**config.mk**
```make
export PLATFORM = sky130hd
export DESIGN_NAME = seq_alu
export DESIGN_NICKNAME = d
export VERILOG_FILES = /design/src/rtl/alu_pkg.sv /design/src/rtl/alu_comb.sv /design/src/rtl/seq_alu.sv
export SDC_FILE = /design/constraint.sdc
export NUM_CORES = 1
export LEC_CHECK = 0
export CELL_PAD_IN_SITES_DETAIL_PLACEMENT = 0
export CELL_PAD_IN_SITES_GLOBAL_PLACEMENT = 1
export CORE_AREA = 4 4 143 104
export CTS_BUF_LIST = sky130_fd_sc_hd__clkbuf_8
export CTS_CLUSTER_SIZE = 20
export DETAILED_ROUTE_END_ITERATION = 12
export DIE_AREA = 0 0 147 108
export GPL_TIMING_DRIVEN = 0
export HOLD_SLACK_MARGIN = 0.15
export PLACE_DENSITY = 0.66
export SLEW_MARGIN = 5
export SYNTH_ARGS = -nofsm -noshare
export SYNTH_HDL_FRONTEND = slang
export SYNTH_SLANG_ARGS = --single-unit
```
**constraint.sdc**
```tcl
create_clock -name clk -period 7.6 [get_ports clk]
set_input_delay 1.14 -clock clk [delete_from_list [all_inputs] [get_ports clk]]
set_output_delay 1.14 -clock clk [all_outputs]
set_load 0.03 [all_outputs]
```
**src/rtl/alu_pkg.sv**
```systemverilog
// Shared types for the sequential ALU: op codes, {C,S,V,Z} status layout and FSM states.
package alu_pkg;

  typedef enum logic [3:0] {
    OP_SHR  = 4'h0,
    OP_SHL  = 4'h1,
    OP_ROR  = 4'h2,
    OP_ROL  = 4'h3,
    OP_INC  = 4'h4,
    OP_DEC  = 4'h5,
    OP_ADD  = 4'h6,
    OP_SUB  = 4'h7,
    OP_NOT  = 4'h8,
    OP_AND  = 4'h9,
    OP_OR   = 4'hA,
    OP_XOR  = 4'hB,
    OP_MOV  = 4'hC,
    OP_SHRN = 4'hD,
    OP_SHLN = 4'hE,
    OP_MUL  = 4'hF
  } alu_op_e;

  typedef struct packed {
    logic c;
    logic s;
    logic v;
    logic z;
  } status_t;

  typedef enum logic [1:0] {
    IDLE = 2'd0,
    RUN  = 2'd1,
    DONE = 2'd2
  } alu_state_e;

  localparam int STATUS_C = 3;
  localparam int STATUS_S = 2;
  localparam int STATUS_V = 1;
  localparam int STATUS_Z = 0;

endpackage

```
**src/rtl/alu_comb.sv**
```systemverilog
// Combinational single-cycle ALU datapath. Shifts/rotates/logic ops keep V (and logic ops keep C);
// SHRN/SHLN here only cover n=0 (result=a, C and V passed through).
module alu_comb
  import alu_pkg::*;
#(
  parameter int WIDTH = 8
) (
  input  alu_op_e          op,
  input  logic [WIDTH-1:0] a,
  input  logic [WIDTH-1:0] b,
  input  logic             c_in,
  input  logic             v_in,
  output logic [WIDTH-1:0] res,
  output status_t          st
);

  logic [WIDTH:0] sum;
  logic           c;
  logic           v;
  logic           defined;

  always_comb begin
    sum     = '0;
    res     = '0;
    c       = c_in;
    v       = v_in;
    defined = 1'b1;
    case (op)
      OP_SHR:  begin res = a >> 1; c = a[0]; end
      OP_SHL:  begin res = a << 1; c = a[WIDTH-1]; end
      OP_ROR:  begin res = {c_in, a[WIDTH-1:1]}; c = a[0]; end
      OP_ROL:  begin res = {a[WIDTH-2:0], c_in}; c = a[WIDTH-1]; end
      OP_INC: begin
        sum = {1'b0, a} + {{WIDTH{1'b0}}, 1'b1};
        res = sum[WIDTH-1:0];
        c   = sum[WIDTH];
        v   = ~a[WIDTH-1] & res[WIDTH-1];
      end
      // DEC adds all-ones, so C=1 means no borrow, matching SUB.
      OP_DEC: begin
        sum = {1'b0, a} + {1'b0, {WIDTH{1'b1}}};
        res = sum[WIDTH-1:0];
        c   = sum[WIDTH];
        v   = a[WIDTH-1] & ~res[WIDTH-1];
      end
      OP_ADD: begin
        sum = {1'b0, a} + {1'b0, b};
        res = sum[WIDTH-1:0];
        c   = sum[WIDTH];
        v   = (a[WIDTH-1] == b[WIDTH-1]) && (res[WIDTH-1] != a[WIDTH-1]);
      end
      OP_SUB: begin
        sum = {1'b0, a} + {1'b0, ~b} + {{WIDTH{1'b0}}, 1'b1};
        res = sum[WIDTH-1:0];
        c   = sum[WIDTH];
        v   = (a[WIDTH-1] != b[WIDTH-1]) && (res[WIDTH-1] != a[WIDTH-1]);
      end
      OP_NOT:  res = ~a;
      OP_AND:  res = a & b;
      OP_OR:   res = a | b;
      OP_XOR:  res = a ^ b;
      OP_MOV:  res = a;
      OP_SHRN, OP_SHLN: res = a;
      default: defined = 1'b0;
    endcase

    st.c = defined & c;
    st.s = defined & res[WIDTH-1];
    st.v = defined & v;
    st.z = defined & (res == '0);
  end

endmodule

```
**src/rtl/seq_alu.sv**
```systemverilog
// Multi-cycle ALU: FSM, bit-serial shifter and counter around alu_comb.
// Define SEQ_ALU_MUL_EN to make op F an unsigned shift-add multiply.
module seq_alu
  import alu_pkg::*;
#(
  parameter int WIDTH = 8
) (
  input  logic             clk,
  input  logic             rst,
  input  logic             in_valid,
  output logic             in_ready,
  input  logic [3:0]       op_in,
  input  logic [WIDTH-1:0] a_in,
  input  logic [WIDTH-1:0] b_in,
  input  logic [3:0]       status_in,
  output logic             out_valid,
  input  logic             out_ready,
  output logic [WIDTH-1:0] result_out,
  output logic [WIDTH-1:0] result_hi_out,
  output logic [3:0]       status_out,
  output alu_state_e       state_dbg
);

  localparam int SHW = $clog2(WIDTH);
  localparam int CW  = SHW + 1;

  // Handshake: a request transfers on a rising edge with in_valid && in_ready (IDLE only);
  // a result transfers on a rising edge with out_valid && out_ready (DONE only).
  alu_op_e          op;
  alu_op_e          op_q;
  alu_state_e       state;
  logic [WIDTH-1:0] comb_res;
  status_t          comb_st;
  status_t          run_st;
  logic [WIDTH-1:0] sh_q;
  logic [WIDTH-1:0] sh_nx;
  logic             c_q;
  logic             c_nx;
  logic             v_q;
  logic [CW-1:0]    cnt_q;
  logic [SHW-1:0]   n;
  logic             is_shift_run;

  assign op           = alu_op_e'(op_in);
  assign n            = b_in[SHW-1:0];
  assign is_shift_run = ((op == OP_SHRN) || (op == OP_SHLN)) && (n != '0);
  assign state_dbg    = state;

  alu_comb #(.WIDTH(WIDTH)) u_comb (
    .op   (op),
    .a    (a_in),
    .b    (b_in),
    .c_in (status_in[STATUS_C]),
    .v_in (status_in[STATUS_V]),
    .res  (comb_res),
    .st   (comb_st)
  );

`ifdef SEQ_ALU_MUL_EN
  // Multiply: sh_q holds the multiplier (low half of the product grows in from the top).
  logic [WIDTH-1:0] hi_q;
  logic [WIDTH-1:0] hi_nx;
  logic [WIDTH-1:0] ma_q;
  logic [WIDTH:0]   mul_sum;

  always_comb begin
    mul_sum = {1'b0, hi_q} + (sh_q[0] ? {1'b0, ma_q} : '0);
    hi_nx   = mul_sum[WIDTH:1];
  end
`else
  assign result_hi_out = '0;
`endif

  always_comb begin
    sh_nx = sh_q;
    c_nx  = c_q;
    if (op_q == OP_SHRN) begin
      sh_nx = sh_q >> 1;
      c_nx  = sh_q[0];
    end else if (op_q == OP_SHLN) begin
      sh_nx = sh_q << 1;
      c_nx  = sh_q[WIDTH-1];
    end
`ifdef SEQ_ALU_MUL_EN
    else if (op_q == OP_MUL) begin
      sh_nx = {mul_sum[0], sh_q[WIDTH-1:1]};
    end
`endif

    run_st.c = c_nx;
    run_st.s = sh_nx[WIDTH-1];
    run_st.v = v_q;
    run_st.z = (sh_nx == '0);
`ifdef SEQ_ALU_MUL_EN
    if (op_q == OP_MUL) begin
      run_st.c = |hi_nx;
      run_st.v = |hi_nx;
    end
`endif
  end

  always_ff @(posedge clk) begin
    if (rst) begin
      state      <= IDLE;
      in_ready   <= 1'b1;
      out_valid  <= 1'b0;
      result_out <= '0;
      status_out <= '0;
      op_q       <= OP_SHR;
      sh_q       <= '0;
      c_q        <= 1'b0;
      v_q        <= 1'b0;
      cnt_q      <= '0;
`ifdef SEQ_ALU_MUL_EN
      hi_q          <= '0;
      ma_q          <= '0;
      result_hi_out <= '0;
`endif
    end else begin
      case (state)
        IDLE: begin
          if (in_valid) begin
            op_q     <= op;
            sh_q     <= a_in;
            c_q      <= status_in[STATUS_C];
            v_q      <= status_in[STATUS_V];
            cnt_q    <= CW'(n);
            in_ready <= 1'b0;
            if (is_shift_run) begin
              state <= RUN;
            end
`ifdef SEQ_ALU_MUL_EN
            else if (op == OP_MUL) begin
              state <= RUN;
              sh_q  <= b_in;
              ma_q  <= a_in;
              hi_q  <= '0;
              cnt_q <= CW'(WIDTH);
            end
`endif
            else begin
              state      <= DONE;
              out_valid  <= 1'b1;
              result_out <= comb_res;
              status_out <= comb_st;
`ifdef SEQ_ALU_MUL_EN
              result_hi_out <= '0;
`endif
            end
          end
        end
        // The final step's outputs are taken from the next-step values so DONE lands on that edge.
        RUN: begin
          sh_q  <= sh_nx;
          c_q   <= c_nx;
          cnt_q <= cnt_q - 1'b1;
`ifdef SEQ_ALU_MUL_EN
          hi_q  <= hi_nx;
`endif
          if (cnt_q == CW'(1)) begin
            state      <= DONE;
            out_valid  <= 1'b1;
            result_out <= sh_nx;
            status_out <= run_st;
`ifdef SEQ_ALU_MUL_EN
            result_hi_out <= (op_q == OP_MUL) ? hi_nx : '0;
`endif
          end
        end
        DONE: begin
          if (out_ready) begin
            state     <= IDLE;
            in_ready  <= 1'b1;
            out_valid <= 1'b0;
          end
        end
        default: state <= IDLE;
      endcase
    end
  end

endmodule
```
Yosys cells after proc, flatten, opt, wreduce, memory -nomap -nowiden
Cells that the tools add are included.
W data, S select, Z words.

storage, ports and cells
  register bits = 34
  bits of input ports = 28
  word-level logic and storage cells = 113

cells by class
  add/sub/neg operators = 6
  equality and inequality tests = 27
  mux-type cells = 35
  bitwise logic cells = 13
  reduce and logical (&&, ||, !) cells = 22

operators with widths
  kind                   number
  $pmux W8 S13           1
  $mux W8                6
  $eq A4 B4 Y1 const B   9
  $pmux W8 S2            2
  $add A8 B8 Y9          2
  $eq A4 B3 Y1 const B   4
  $logic_not A8 Y1       2
  $mux W4                4
  $not A8 Y8             2
  $pmux W4 S2            2
  $reduce_or A15 Y1      1
  $mux W1                10
  $add A8 B1 Y9 const B  1
  $add A8 B8 Y9 const B  1
  $add A9 B1 Y9 const B  1
  $and A8 B8 Y8          1
  $eq A4 B1 Y1 const B   2
  $eq A4 B2 Y1 const B   2
  $mux W2                4
  $ne A2 B2 Y1 const B   4
  $or A8 B8 Y8           1
  $xor A8 B8 Y8          1
  $and A1 B1 Y1          6
  $pmux W1 S6            1
  other kinds (22)       33

Longest topological paths before layout
  depth in word-level cells = 10
  mapped depth = 11
  depth with buffers taken out = 10

Modules after synthesis
A second synthesis with hierarchy kept.

second synthesis, totals
  cells, all modules = 546
  area, all modules = 4207.8 µm²

by module, submodules not included
  module    times used  cells an instance  area each (µm²)  seq. area each (µm²)
  seq_alu   1           242                2119.5           680.7
  alu_comb  1           304                2088.3           0.0

Worst setup path before layout
No wires, ideal clock.

  kind = input -> register
  from = input a_in[5]
  to = register status_out[0]
  arrival time = 3.729 ns
  required time = 7.512 ns
  setup slack = 3.783 ns
  cell stages on the path = 11
  path buffers = 2
  path through = clkbuf_1 > inv_1 > ha_1 > clkbuf_1 > nand3_1 > o22ai_1 > o211ai_2 > xnor2_1 > a311o_1 > or4b_1 > o32ai_2

on the way
  longest elaborated chain between the ends = 8
  elaborated cells on any way between the ends = 15

RTL lines
  what                  RTL line        source
  start, declared       seq_alu.sv:13   input logic [WIDTH-1:0] a_in,
  $add A8 B8 Y9         alu_comb.sv:53  sum = {1'b0, a} + {1'b0, ~b} + {{WIDTH{1'b0}}, 1'b1};
  $add A9 B1 Y9         alu_comb.sv:53
  $pmux W8 S13 *        alu_comb.sv:28  case (op)
  $logic_not A8 Y1 *    alu_comb.sv:70  st.z = defined & (res == '0);
  $and A1 B1 Y1 *       alu_comb.sv:70
  $mux W4 *             seq_alu.sv:129  if (is_shift_run) begin
  $mux W4 *             seq_alu.sv:122  if (in_valid) begin
  $pmux W4 S2 *         seq_alu.sv:120  case (state)
  end signal, assigned  seq_alu.sv:145  status_out <= comb_st;
  end signal, assigned  seq_alu.sv:164  status_out <= run_st;
  end, declared         seq_alu.sv:20   output logic [3:0] status_out,

Mark *: on every way between the ends. The rest lies on a longest branch, timed or not. The select of a mux whose other input is x is not followed.
A chain may end at the register's enable or synchronous reset.

Worst setup path after layout
Same ends and word-level chain as after synthesis.

==> run metrics <==
synthesized cell area=0.00397 mm²; diodes inserted=0; Vias/cell=5.75; Overall Global Routing Usage=0.195; first-pass GRT wire length=24300 µm; GPL Wtd Cong=0.971; Hold WS=0.470 ns; Synth Instances=544; pin slew with the least headroom to its limit=1.15 ns; Pleak=1.77 nW; max incr delay on CP=0.53 ns; worst path cell trace=clkdlybuf4s50_1 > clkbuf_1 > inv_1 > ha_1 > clkbuf_1 > nand3_1 > o22ai_1 > o211ai_2 > xnor2_1 > a311o_1 > or4b_1 > o32ai_2; Die Wd=147 µm; Post-CTS Hold Fix Bufs=0; status=completed; row count=36; antenna violations before repair=0; Fin Setup TNS=0 ns; Crit path max-delay family=buffers and inverters; Clock Skews=0.0106 ns; Final setup viols=0; DRT Wirelength=15600 µm; Post-synth ARST share=0; FILL cells=1423; Pwr Density=139 mW/mm²; routed vias=4524; Crit path arrival time=5.09 ns; fin crit share=0.642; Synth area leader=dfxtp_1; sequential share of the synthesized area=0.171; number of synthesized register bits=34; number of port buffers=39; Final HPWL DP=12200 µm; pin count of the biggest net entering global routing=11; largest cells by area after synthesis=dfxtp_1 (17%), ha_1 (9.8%), nor2_1 (5.4%); post-route ant nets=0; maximum VDD drop=0.0568 mV; TritonRoute pass-1 iters=5; top cell type's share of synthesized area=0.171; dominant synthesized flop cell=dfxtp_1; CTS buffer count=5; vias in the first global route=4129; Setup CP Type=in -> reg; H-tree Lvls=2; final critical-path required period=4.88 ns; Post-synth top cells=nor2_1 (57), nand2_1 (41), dfxtp_1 (34); GR Overflow Total=0; CTS tree=built; crit-path max FO=10; area of the multi-input gates=0.00292 mm²; DRT iter0 DRCs=604; total core area=0.0136 mm²; cts repair resizes=0; top-count cell post-synth=nor2_1; fmax=0.205 GHz; CP endpoint kind=flop; WP data required=7.82 ns; io pins=52; Clk pin slew, worst setup/hold paths=0.08 ns; clock latency on the worst-skew pair=0.30 ns; postcts setup bufs=0; Clock Path Buffers=2; maxcap violations=0; initial cell density of the core=0.293; Chip Height=108 µm; synth unique cells=79; root buf cell=clkbuf_8; crit start category=input port; Register Area=681 µm²; Max Slew Vio Count=0; CTS Sinks=34; number of flops mapped to enable cells by yosys=0; Ys Warns=0; worst rel slew slack=0.222; Avg WL per Cell=19.9 µm; CP dominant cell by count=clkbuf_1; total die area=0.0159 mm²; Final nets=658; share of layout cells above drive strength 1=0.0871; CP max stage cell=or4b_1; final hold violations=0; RSZ-0062 raised after global routing=no; Worst Path Buf+Inv=4; Post-Synthesis Mean Instance Area=7.30 µm²; worst hold path type=reg -> reg; Area growth syn-to-layout=19.3%; detailed-route DRC error count=0
stage by stage:
step	cell area, µm²	setup WS [ns]	utilization	std cells	power (mW)
final	4740	2.72	0.349	787	0.660
after global routing	4740	2.53	0.349	787	0.694
after CTS	4740	2.84	0.349	787	0.658
after detailed placement	4620	2.52	0.341	780	0.480
after global placement	4620	2.55	0.341	780	0.480
after floorplan	4000	3.78	-	551	0.386
worst paths after layout:
check	startpoint	depth (start not counted)	endpoint	slack, ns
max reg2reg	state_dbg[0]	7	result_out[2]	5.14
min	result_out[0]	2	result_out[0]	0.47
min reg2reg	result_out[0]	2	result_out[0]	0.47
max	a_in[5]	12	status_out[0]	2.72
per-layer routing:
layer	global-route usage	up-vias	share of wire
li1	-	2124	-
met1	0.313	2161	0.52
met2	0.259	219	0.38
met3	0.0423	20	0.088
met4	0.0379	0	0.012
met5	0	-	0
worst min-delay path: cells and delay by family (launching register included):
kind	cells	cell delay (ns)
compound gates	1	0.05
flops	1	0.32
simple gates	1	0.06
cell usage in the layout, fill, tap and decap left out, drive strengths merged, types with 12 or more instances in the layout:
cell type and n:
o21ai 24, clkdlybuf4s50 39, dfxtp 34, nor3 23, nand2 41, buf 32
ha 31, inv 31, nand3 18, nor2 57, a211oi 15, a21oi 31
a221oi 12, clkbuf 27
where the power goes:
part / internal [mW] / switching [mW]
logic: 0.104 / 0.172
registers: 0.194 / 0.0118
clock network: 0.105 / 0.0730
state kept, by name, summed over array words and instances, names as in the netlist:
| name | flops |
|---|---|
| cnt_q | 4 |
| sh_q | 8 |
| status_out | 4 |
| v_q | 1 |
| c_q | 1 |
| result_out | 8 |
| in_ready | 1 |
| state_dbg | 2 |
| op_q | 4 |
| out_valid | 1 |
area by class of cell:
| class | count | share of cell area |
|---|---|---|
| clock buffer | 6 | 0.0174 |
| multi-input combinational | 432 | 0.617 |
| inverter | 32 | 0.0254 |
| tap | 190 | 0.0502 |
| clock inverter | 1 | 0.00634 |
| timing repair buffer | 39 | 0.0824 |
| sequential | 34 | 0.144 |
| buffer | 53 | 0.0573 |
logic make-up after synthesis:
kind of cell / Yosys count / share of synthesized area
buf+inv: 85 / 0.0986
mux: 11 / 0.0284
compound gates: 175 / 0.318
fa+ha+maj: 33 / 0.108
xor+xnor: 11 / 0.0243
other cells: 1 / 0.000945
flops: 34 / 0.171
simple gates: 194 / 0.251
No activity file was read; power rests on OpenSTA's default activity.
==> patch (same settings) <==
`WIDTH` is set to 8 in 2 places; all go to 4.
--- a/src/rtl/alu_comb.sv
+++ b/src/rtl/alu_comb.sv
@@ -4,5 +4,5 @@
   import alu_pkg::*;
 #(
-  parameter int WIDTH = 8
+  parameter int WIDTH = 4
 ) (
   input  alu_op_e          op,
--- a/src/rtl/seq_alu.sv
+++ b/src/rtl/seq_alu.sv
@@ -4,5 +4,5 @@
   import alu_pkg::*;
 #(
-  parameter int WIDTH = 8
+  parameter int WIDTH = 4
 ) (
   input  logic             clk,
Interface: changed (resized a_in, b_in, result_hi_out and result_out); port bits go from 52 to 36. No check against the original RTL was run, so the function may have changed too.
==> patch against the unedited design <==
- combinational power is 36% lower
- wire length is 48% lower
- final area is 36% lower
- count of clock-buffer cells in the layout down 3
- hold slack improved by 0.0027 ns
- synthesized area is 38% lower
- sequential cell count is 9 lower
- worst setup slack improved by 0.86 ns
- total power is 37% lower
- clock skew fell by 0.0087 ns
- sequential share of layout area grew 2.2 points
- largest power group unchanged
==> patch: results (changes against the unedited design) <==
[min_path]
hold_end=v_q  ; was result_out[0]

[sta]
max_slew_margin=0.599  ; was 0.222
worst_clock_skew_ns=0.00187  ; was 0.0106 ns

[pwr]
p_leak_nw=1.16  ; was 1.77 nW
ir_drop_uv=61.6  ; was 56.8 uV

[synth]
synth_xor_area_frac=0.0250  ; was 0.0243
ys_top_cells_by_count=37 x nand2_1, 29 x nor2_1, 27 x a21oi_1, 25 x dfxtp_1, 18 x ha_1  ; was 57 x nor2_1, 41 x nand2_1, 34 x dfxtp_1, 31 x a21oi_1, 31 x ha_1
ys_types=67  ; was 79
syn_inst=323  ; was 544
seq_area_frac_synth=0.204  ; was 0.171
synth_mux_area_frac=0.0204  ; was 0.0284
synth_area_leaders=dfxtp_1 20%, ha_1 9.2%, nand2_1 5.7%  ; was dfxtp_1 17%, ha_1 9.8%, nor2_1 5.4%

[placed_design]
place.port_buffers=27  ; was 39
place_ws_ns=3.38  ; was 2.52 ns
place_inst=543  ; was 780

[critical_path]
rrSetupSlack_ns=5.65  ; was 5.14 ns
cpPeakStageDelay_ns=0.79  ; was 0.53 ns
reg2reg_depth=6  ; was 7
arrival_ns=4.15  ; was 5.09 ns

[clock_network]
clock_latency_ns=0.27  ; was 0.30 ns
htree_levels=1  ; was 2
numCtsBuffers=3  ; was 5

[outcome]
status=completed  ; unchanged

[routing]
vias=2485  ; was 4524
dr.first_iter.drc_count=237  ; was 604

[final_layout]
post_route_cells_drive_above_1_share=0.0924  ; was 0.0871

## patch: changes by cell type after synthesis, sizes merged, moves of 7 or more
cell | unedited run | this run
nor2 | 57 | 30
buf | 32 | 16
ha | 31 | 18
inv | 31 | 18
nand3 | 18 | 6
nor3 | 23 | 12
clkbuf | 21 | 11
o21ai | 24 | 14
a211oi | 15 | 6
a221oi | 12 | 3
dfxtp | 34 | 25
o211ai | 9 | 2
## patch: layer usage
layer / global-route usage / share of wire / vias up
li1: - / - / 1223
met5: 0 / 0 / -
met1: 0.162 / 0.54 / 1157
met4: 0.00798 / 0.0023 / 0
met2: 0.137 / 0.38 / 101
met3: 0.0272 / 0.079 / 4
## patch: worst max path at each step
stage / from / to / slack (ns) / depth (start not counted)
floorplan: a_in[2] / result_out[3] / 4.61 / 10
global placement: a_in[1] / result_out[3] / 3.40 / 9
CTS: a_in[1] / result_out[3] / 3.65 / 9
detailed placement: a_in[1] / result_out[3] / 3.38 / 9
finish: a_in[1] / result_out[3] / 3.59 / 9
global route: a_in[1] / result_out[3] / 3.42 / 9
## patch: logic make-up (layout without fill, tap and decap cells)
| family | Yosys count | after routing |
|---|---|---|
| simple gates | 121 | 121 |
| compound gates | 99 | 99 |
| buf+inv | 45 | 76 |
| flops | 25 | 25 |
| fa+ha+maj | 20 | 20 |
| xor+xnor | 7 | 7 |
| mux | 5 | 5 |
| other cells | 1 | 4 |
## patch: worst max-delay path: cells and delay by family
kind,cells,cell delay [ns]
multiplexers,2,0.33
buffers and inverters,2,1.07
AO/OA/AOI/OAI,4,1.20
adder cells (fa/ha/maj),1,0.39
## patch: cell type report
class                           count  area (um2)
Timing Repair Buffer               27         270
Sequential cell                    25         500
Inverter                           18        67.6
Clock buffer                        3        41.3
Clock inverter                      1        3.75
Multi-Input combinational cell    256        1690
Fill cell                        1509       10500
Buffer                             27         204
Tap cell                          190         238
## patch: power breakdown
| group | internal, mW | leakage (nW) | switching (mW) |
|---|---|---|---|
| Clock | 0.0363 | 0.0269 | 0.0432 |
| Sequential | 0.144 | 0.206 | 0.0127 |
| Combinational | 0.0721 | 0.931 | 0.104 |
| Total | 0.252 | 1.16 | 0.160 |
## patch: stage by stage
stage	instance area [um2]	total power, mW	hold slack, ns
2_1_floorplan	2460	0.273	0.437
3_3_place_gp	2970	0.333	0.444
3_5_place_dp	2970	0.333	0.454
4_1_cts	3020	0.416	0.467
5_1_grt	3020	0.440	0.487
6_report	3020	0.413	0.473
